### config.mk
export PLATFORM = sky130hd
export DESIGN_NAME = tetris_cmd_scheduler_flat
export DESIGN_NICKNAME = d
export VERILOG_FILES = /design/src/rtl/tetris_cmd_scheduler_if.sv /design/src/rtl/tetris_cmd_scheduler.sv /design/src/flat_wrapper.sv
export SDC_FILE = /design/constraint.sdc
export NUM_CORES = 1
export LEC_CHECK = 0
export ABC_CLOCK_PERIOD_IN_PS = 7100
export CORE_ASPECT_RATIO = 0.9
export CORE_MARGIN = 10
export CORE_UTILIZATION = 48
export DETAILED_ROUTE_END_ITERATION = 7
export PLACE_DENSITY_LB_ADDON = 0.12
export RECOVER_POWER = 50
export SLEW_MARGIN = 25
export SYNTH_ARGS = -nofsm -noshare
export SYNTH_HDL_FRONTEND = slang
export SYNTH_SLANG_ARGS = --single-unit
### constraint.sdc
create_clock -name clk -period 7.1 [get_ports clk]
set_clock_uncertainty 0.2 [all_clocks]
set_input_delay 0.71 -clock clk [delete_from_list [all_inputs] [get_ports clk]]
set_output_delay 0.71 -clock clk [all_outputs]
set_load 0.01 [all_outputs]
### src/rtl/tetris_cmd_scheduler_if.sv
// Command bus between the scheduler and block_control: one-hot move command
// with a valid/ready handshake, plus a completion pulse from the consumer.
interface tetris_cmd_scheduler_if;
    logic       ctrl_valid;
    logic [7:0] ctrl_cmd;
    logic       ctrl_ready;
    logic       cmd_done;

    modport master (output ctrl_valid, ctrl_cmd, input ctrl_ready, cmd_done);
    modport slave  (input ctrl_valid, ctrl_cmd, output ctrl_ready, cmd_done);
endinterface

### src/rtl/tetris_cmd_scheduler.sv
// Move-command scheduler: collects button and gravity requests into a
// pending set, issues them one at a time to block_control, and waits for
// completion (or a timeout) before issuing the next.
//
// state   | meaning
// --------+-------------------------------------------------------------
// S_IDLE  | game not running; pending cleared, gravity counter held loaded
// S_ARB   | pick highest-priority pending request (DOWN>HOLD>ROT>LEFT>RIGHT)
// S_ISSUE | ctrl_valid high, waiting for ctrl_ready
// S_WAIT  | command accepted, waiting for cmd_done or timeout
module tetris_cmd_scheduler #(
    parameter int CNT_W          = 25,
    parameter int GRAVITY_PERIOD = 25_000_000,
    parameter int MIN_PERIOD     = 2_500_000,
    parameter int SPEEDUP_STEP   = 1_250_000,
    parameter int CMD_TIMEOUT    = 1024
) (
    input  logic                   clk,
    input  logic                   reset,
    input  logic                   enable,
    input  logic                   over,
    input  logic [3:0]             btn_pressed,
    input  logic                   soft_drop,
    input  logic                   level_up,
    tetris_cmd_scheduler_if.master ctrl,
    output logic                   busy,
    output logic [4:0]             drop_cnt,
    output logic                   timeout_err,
    output logic [CNT_W-1:0]       gravity_period
);
    localparam int WT_W = $clog2(CMD_TIMEOUT);
    localparam logic [WT_W-1:0]  WT_LOAD  = WT_W'(CMD_TIMEOUT - 1);
    localparam logic [CNT_W-1:0] GP_INIT  = CNT_W'(GRAVITY_PERIOD);
    localparam logic [CNT_W-1:0] GP_MIN   = CNT_W'(MIN_PERIOD);
    localparam logic [CNT_W-1:0] GP_STEP  = CNT_W'(SPEEDUP_STEP);
    localparam logic [CNT_W:0]   GP_FLOOR = (CNT_W+1)'(MIN_PERIOD + SPEEDUP_STEP);

    typedef enum logic [1:0] {S_IDLE, S_ARB, S_ISSUE, S_WAIT} state_t;

    state_t           state;
    logic [4:0]       pending;
    logic [4:0]       req;
    logic [4:0]       sel;
    logic [4:0]       grant;
    logic [4:0]       coalesce;
    logic [5:0]       drop_sum;
    logic [4:0]       drop_next;
    logic             force_idle;
    logic             gravity_fire;
    logic [CNT_W-1:0] grav_cnt;
    logic [CNT_W-1:0] gp_div;
    logic [CNT_W-1:0] eff;
    logic [CNT_W-1:0] gp_step;
    logic [WT_W-1:0]  wait_cnt;

    assign force_idle   = over || !enable;
    assign gravity_fire = (state != S_IDLE) && (grav_cnt <= CNT_W'(1));
    assign req          = {gravity_fire, btn_pressed};
    assign grant        = (state == S_ARB) ? sel : 5'b0;
    assign coalesce     = req & pending;

    // Fixed-priority pick, request helpers and gravity arithmetic.
    always_comb begin
        sel = 5'b0;
        if (pending[4])      sel = 5'b10000;
        else if (pending[3]) sel = 5'b01000;
        else if (pending[2]) sel = 5'b00100;
        else if (pending[0]) sel = 5'b00001;
        else if (pending[1]) sel = 5'b00010;

        drop_sum  = {1'b0, drop_cnt} + 6'($countones(coalesce));
        drop_next = (drop_sum > 6'd31) ? 5'd31 : drop_sum[4:0];

        gp_div  = gravity_period >> 3;
        eff     = soft_drop ? ((gp_div == '0) ? CNT_W'(1) : gp_div) : gravity_period;
        gp_step = ({1'b0, gravity_period} >= GP_FLOOR) ? (gravity_period - GP_STEP) : GP_MIN;
    end

    // Pending request set and saturating coalesce counter; a new request beats a grant-clear.
    always_ff @(posedge clk) begin
        if (reset) begin
            pending  <= 5'b0;
            drop_cnt <= 5'd0;
        end else if (force_idle) begin
            pending  <= 5'b0;
        end else begin
            pending  <= (pending & ~grant) | req;
            drop_cnt <= drop_next;
        end
    end

    // Gravity down-counter and base period with level-up speedup.
    always_ff @(posedge clk) begin
        if (reset) begin
            grav_cnt       <= GP_INIT;
            gravity_period <= GP_INIT;
        end else begin
            if (state == S_IDLE || gravity_fire)
                grav_cnt <= eff;
            else
                grav_cnt <= grav_cnt - CNT_W'(1);

            if (state == S_IDLE && !enable)
                gravity_period <= GP_INIT;
            else if (level_up)
                gravity_period <= gp_step;
        end
    end

    // Command FSM with registered bus outputs; stop/over abandons anything in flight.
    always_ff @(posedge clk) begin
        if (reset) begin
            state           <= S_IDLE;
            ctrl.ctrl_valid <= 1'b0;
            ctrl.ctrl_cmd   <= 8'h00;
            busy            <= 1'b0;
            timeout_err     <= 1'b0;
            wait_cnt        <= '0;
        end else if (force_idle) begin
            state           <= S_IDLE;
            ctrl.ctrl_valid <= 1'b0;
            ctrl.ctrl_cmd   <= 8'h00;
            busy            <= 1'b0;
        end else begin
            case (state)
                S_IDLE: state <= S_ARB;
                S_ARB: begin
                    if (|pending) begin
                        state           <= S_ISSUE;
                        ctrl.ctrl_valid <= 1'b1;
                        ctrl.ctrl_cmd   <= {3'b000, sel};
                        busy            <= 1'b1;
                    end
                end
                S_ISSUE: begin
                    if (ctrl.ctrl_ready) begin
                        state           <= S_WAIT;
                        ctrl.ctrl_valid <= 1'b0;
                        ctrl.ctrl_cmd   <= 8'h00;
                        wait_cnt        <= WT_LOAD;
                    end
                end
                S_WAIT: begin
                    if (ctrl.cmd_done) begin
                        state <= S_ARB;
                        busy  <= 1'b0;
                    end else if (wait_cnt == '0) begin
                        state       <= S_ARB;
                        busy        <= 1'b0;
                        timeout_err <= 1'b1;
                    end else begin
                        wait_cnt <= wait_cnt - WT_W'(1);
                    end
                end
                default: state <= S_IDLE;
            endcase
        end
    end
endmodule

### src/flat_wrapper.sv
// flat-port wrapper written by rule: the top's interface ports become plain ports
module tetris_cmd_scheduler_flat 
#(
    parameter int CNT_W          = 25,
    parameter int GRAVITY_PERIOD = 25_000_000,
    parameter int MIN_PERIOD     = 2_500_000,
    parameter int SPEEDUP_STEP   = 1_250_000,
    parameter int CMD_TIMEOUT    = 1024
)
  (clk, reset, enable, over, btn_pressed, soft_drop, level_up, busy, drop_cnt, timeout_err, gravity_period, ctrl_ctrl_valid, ctrl_ctrl_cmd, ctrl_ctrl_ready, ctrl_cmd_done);
  tetris_cmd_scheduler_if ctrl_i ();
  input  logic clk;
  input  logic reset;
  input  logic enable;
  input  logic over;
  input  logic [3:0] btn_pressed;
  input  logic soft_drop;
  input  logic level_up;
  output logic busy;
  output logic [4:0] drop_cnt;
  output logic timeout_err;
  output logic [CNT_W-1:0] gravity_period;
  output wire logic [$bits(ctrl_i.ctrl_valid)-1:0] ctrl_ctrl_valid;
  output wire logic [$bits(ctrl_i.ctrl_cmd)-1:0] ctrl_ctrl_cmd;
  input wire logic [$bits(ctrl_i.ctrl_ready)-1:0] ctrl_ctrl_ready;
  input wire logic [$bits(ctrl_i.cmd_done)-1:0] ctrl_cmd_done;
  assign ctrl_ctrl_valid = ctrl_i.ctrl_valid;
  assign ctrl_ctrl_cmd = ctrl_i.ctrl_cmd;
  assign ctrl_i.ctrl_ready = ctrl_ctrl_ready;
  assign ctrl_i.cmd_done = ctrl_cmd_done;
  tetris_cmd_scheduler #(.CNT_W(CNT_W), .GRAVITY_PERIOD(GRAVITY_PERIOD), .MIN_PERIOD(MIN_PERIOD), .SPEEDUP_STEP(SPEEDUP_STEP), .CMD_TIMEOUT(CMD_TIMEOUT)) u_core (.clk(clk), .reset(reset), .enable(enable), .over(over), .btn_pressed(btn_pressed), .soft_drop(soft_drop), .level_up(level_up), .ctrl(ctrl_i), .busy(busy), .drop_cnt(drop_cnt), .timeout_err(timeout_err), .gravity_period(gravity_period));
endmodule
==> results.yml <==
run_status:
  status: "complete, but fails checks"
  violations: "max-capacitance violations, max-slew violations"
placed_design:
  dpl.hpwl_mm: 7.65
  portBuffers: 45
  place_area_um2: 5020
  place_ws_ps: 3600
  globalplace.congestion: 0.797
die:
  dieArea_um2: 13900
  initial_core_util_pct: 49.7
  num_rows: 33
  die_h_um: 113
  coreArea_um2: 9210
  dieWidth_um: 123
  ioPinCount: 53
sta:
  period_needed_ps: 3390
  rsz0062_at_grt: "no"
  fmax_mhz: 295
  hold_violations: 0
  worst_slew_pin_slew_ps: 1840
  finalSetupViolations: 0
  slew_violations: 46
  finalSetupTns_ps: 0
  whs_ps: 276
  fin_ws_ps: 3710
  slew_headroom_pct: -24.1
  post-route-period-util_pct: 47.7
cts:
  root_buffer: "clkbuf_8"
  clk_latency_ps: 350
  ctsHtreeMaxLevel: 3
  post_cts_buffers: 0
  post_cts_resized: 0
  clk_pin_slew_ps: 80
  numClockSinks: 76
  cts_tree: "built"
  clk_path_buf_depth: 2
  hold_buffers: 0
  cts_made_buffers: 9
logic_synthesis:
  ys_seq_area_share_pct: 33.2
  synth_edf_count: 0
  ys.flop_type: "dfxtp_1"
  syn-cell-area_um2: 4580
  async_reset_ff_share_pct: 0
  synth_area_per_cell_um2: 8.61
  postSynthCellCount: 532
  yosysWarnings: 0
  synth-seq-cells: 76
  synth_cell_types: 70
setup_path:
  reg2reg_depth: 12
  cp_num_cells: 12
  critical_path.startpoint: "u_core.grav_cnt[8]$_SDFF_PP0_"
  crit_family: "simple AND/OR/NAND/NOR gates"
  start_kind: "register"
  cp.arrival_ps: 3470
  ff2ff_setup_slack_ps: 3710
  crit_path_top_delay_cell: "nor3_1"
  endpoint_kind: "register"
  path_buf_inv: 1
  crit_path_end: "u_core.drop_cnt[4]$_SDFFE_PP0N_"
  r2r-start: "u_core.grav_cnt[8]$_SDFF_PP0_"
  worstSetupPathType: "register to register"
  crit_fanout: 7
  cp_cell_sequence: "nor3_1 -> and4b_1 -> nand3_1 -> nor4b_1 -> and2_1 -> ha_1 -> inv_1 -> fa_1 -> nor2b_1 -> o211a_1 -> o21bai_1 -> a31oi_1"
  required_ps: 7180
  max_stage_delay_ps: 500
  r2r-end: "u_core.drop_cnt[4]$_SDFFE_PP0N_"
detailed_routing:
  remaining_drc_errors: 0
  wl_per_cell_um: 15.8
  postRouteAntennaNets: 0
  vias: 3909
  drt_iter0_markers: 265
  vias_per_cell: 5.77
  firstDrtPassIters: 4
  drt_wl_total_mm: 10.7
global_route:
  antenna_found_initial: 0
  grt_pass1_vias: 3737
  grt_max_degree: 47
  grt_remaining_overflow: 0
  grt_pass1_wl_mm: 18.6
  grtUsageTotal_pct: 16.1
final_layout:
  fin_area_um2: 5180
  final_core_util_pct: 56.2
  nets: 581
  drive_above_1_share_pct: 6.12
  diodes: 0
  area_growth_pct: 13.1
power_and_ir_drop:
  powerDensity_nw_per_um2: 178
  p_leak_nw: 1.88
  vdd_drop_max_mv: 0.126
flow_run:
  maxCapViolCount: 2
hold_path:
  hold_class: "register to register"
## routing by layer
layer  part of all wire (%)  track usage [%]
met4                   0.87             4.47
met2                     43             23.0
met3                    6.0             4.61
met5                      0                0
met1                     50             22.9
## cells in the final DEF (no fill, tap or decap), drive strengths merged, types with 9 or more instances in the layout
master / n
a211oi: 16
a21oi: 31
and2: 10
clkbuf: 11
clkdlybuf4s50: 9
dfxtp: 76
dlygate4sd3: 36
ha: 15
inv: 21
mux2i: 15
nand2: 23
nand3: 13
nor2: 38
nor2b: 11
nor3: 23
nor4: 13
o21ai: 25
or3: 9
or4: 9
xnor2: 26
xor2: 16
## state kept, by name, indices dropped and copies added (netlist names)
| signal | cells |
|---|---|
| u_core.grav_cnt | 25 |
| u_core.ctrl.ctrl_valid | 1 |
| u_core.timeout_err | 1 |
| u_core.gravity_period | 21 |
| u_core.ctrl.ctrl_cmd | 5 |
| u_core.drop_cnt | 5 |
| u_core.busy | 1 |
| u_core.pending | 5 |
| u_core.state | 2 |
| u_core.wait_cnt | 10 |
## worst register-to-register path, delay by kind of cell (launching register included)
kind	cells	cell delay, ps
and+or+nand+nor	6	1830
DFF	1	340
AOI/OAI and AO/OA	3	360
buffers and inverters	1	50
adders and majority gates	2	530
## cells by family (layout without fill, tap and decap cells)
kind of cell | Yosys count | count (layout) | synth area share [%]
DFF | 76 | 76 | 33.2
AOI/OAI and AO/OA | 131 | 131 | 20.3
and+or+nand+nor | 182 | 182 | 23.1
buffers and inverters | 66 | 84 | 6.34
xor gates and xnor gates | 42 | 42 | 8.03
muxes | 16 | 16 | 3.52
adders and majority gates | 18 | 18 | 5.41
other | 1 | 7 | 0.0819
## worst min path at each step
stage	slack (ps)	end	start	cells after the start
2_1_floorplan	280	u_core.wait_cnt[0]$_SDFFE_PP0P_	u_core.wait_cnt[0]$_SDFFE_PP0P_	1
3_3_place_gp	260	u_core.timeout_err$_SDFFE_PP0P_	u_core.timeout_err$_SDFFE_PP0P_	2
3_5_place_dp	270	u_core.timeout_err$_SDFFE_PP0P_	u_core.timeout_err$_SDFFE_PP0P_	2
4_1_cts	290	u_core.timeout_err$_SDFFE_PP0P_	u_core.timeout_err$_SDFFE_PP0P_	2
5_1_grt	340	u_core.timeout_err$_SDFFE_PP0P_	u_core.timeout_err$_SDFFE_PP0P_	2
6_report	280	u_core.timeout_err$_SDFFE_PP0P_	u_core.timeout_err$_SDFFE_PP0P_	2
## synth_stat cells (all sizes together) (4+ instances only)
library cell   n  area (µm²)
a2111oi        6        52.6
a211oi        16         120
a21o           7        52.6
a21oi         31         159
a31oi          8        50.1
and2          10        62.6
buf           16         103
clkbuf        29         109
dfxtp         76        1520
ha            15         188
inv           21        78.8
mux2i         15         150
nand2         23        86.3
nand2b         5        31.3
nand3         13        65.1
nand4          7        43.8
nor2          38         150
nor2b         11        68.8
nor3          23         120
nor4          13         111
o211a          4        40.0
o21a           5        37.5
o21ai         25         129
or3            9        61.3
or4            9        78.8
xnor2         26         228
xor2          16         140
## through the flow
stage | total power (W) | instances
2_1_floorplan | 0.000574 | 538
3_3_place_gp | 0.000611 | 662
3_5_place_dp | 0.000613 | 662
4_1_cts | 0.000936 | 678
6_report | 0.000922 | 678
5_1_grt | 0.000971 | 678
## where the power goes
group          internal [W]  total (W)  switching, W
clock              0.000161   0.000322      0.000161
sequential         0.000443   0.000473     0.0000301
combinational     0.0000585   0.000127     0.0000686
total              0.000663   0.000922      0.000259
## area by class of cell
type,instances,area (µm²)
clock buffer,11,131
clock inverter,5,52.6
fill,861,4030
inverter,21,78.8
multi-input combinational,396,2780
sequential,76,1520
tap,122,153
timing repair buffer,47,465
Note: power is estimated with default switching activity, not from simulation.
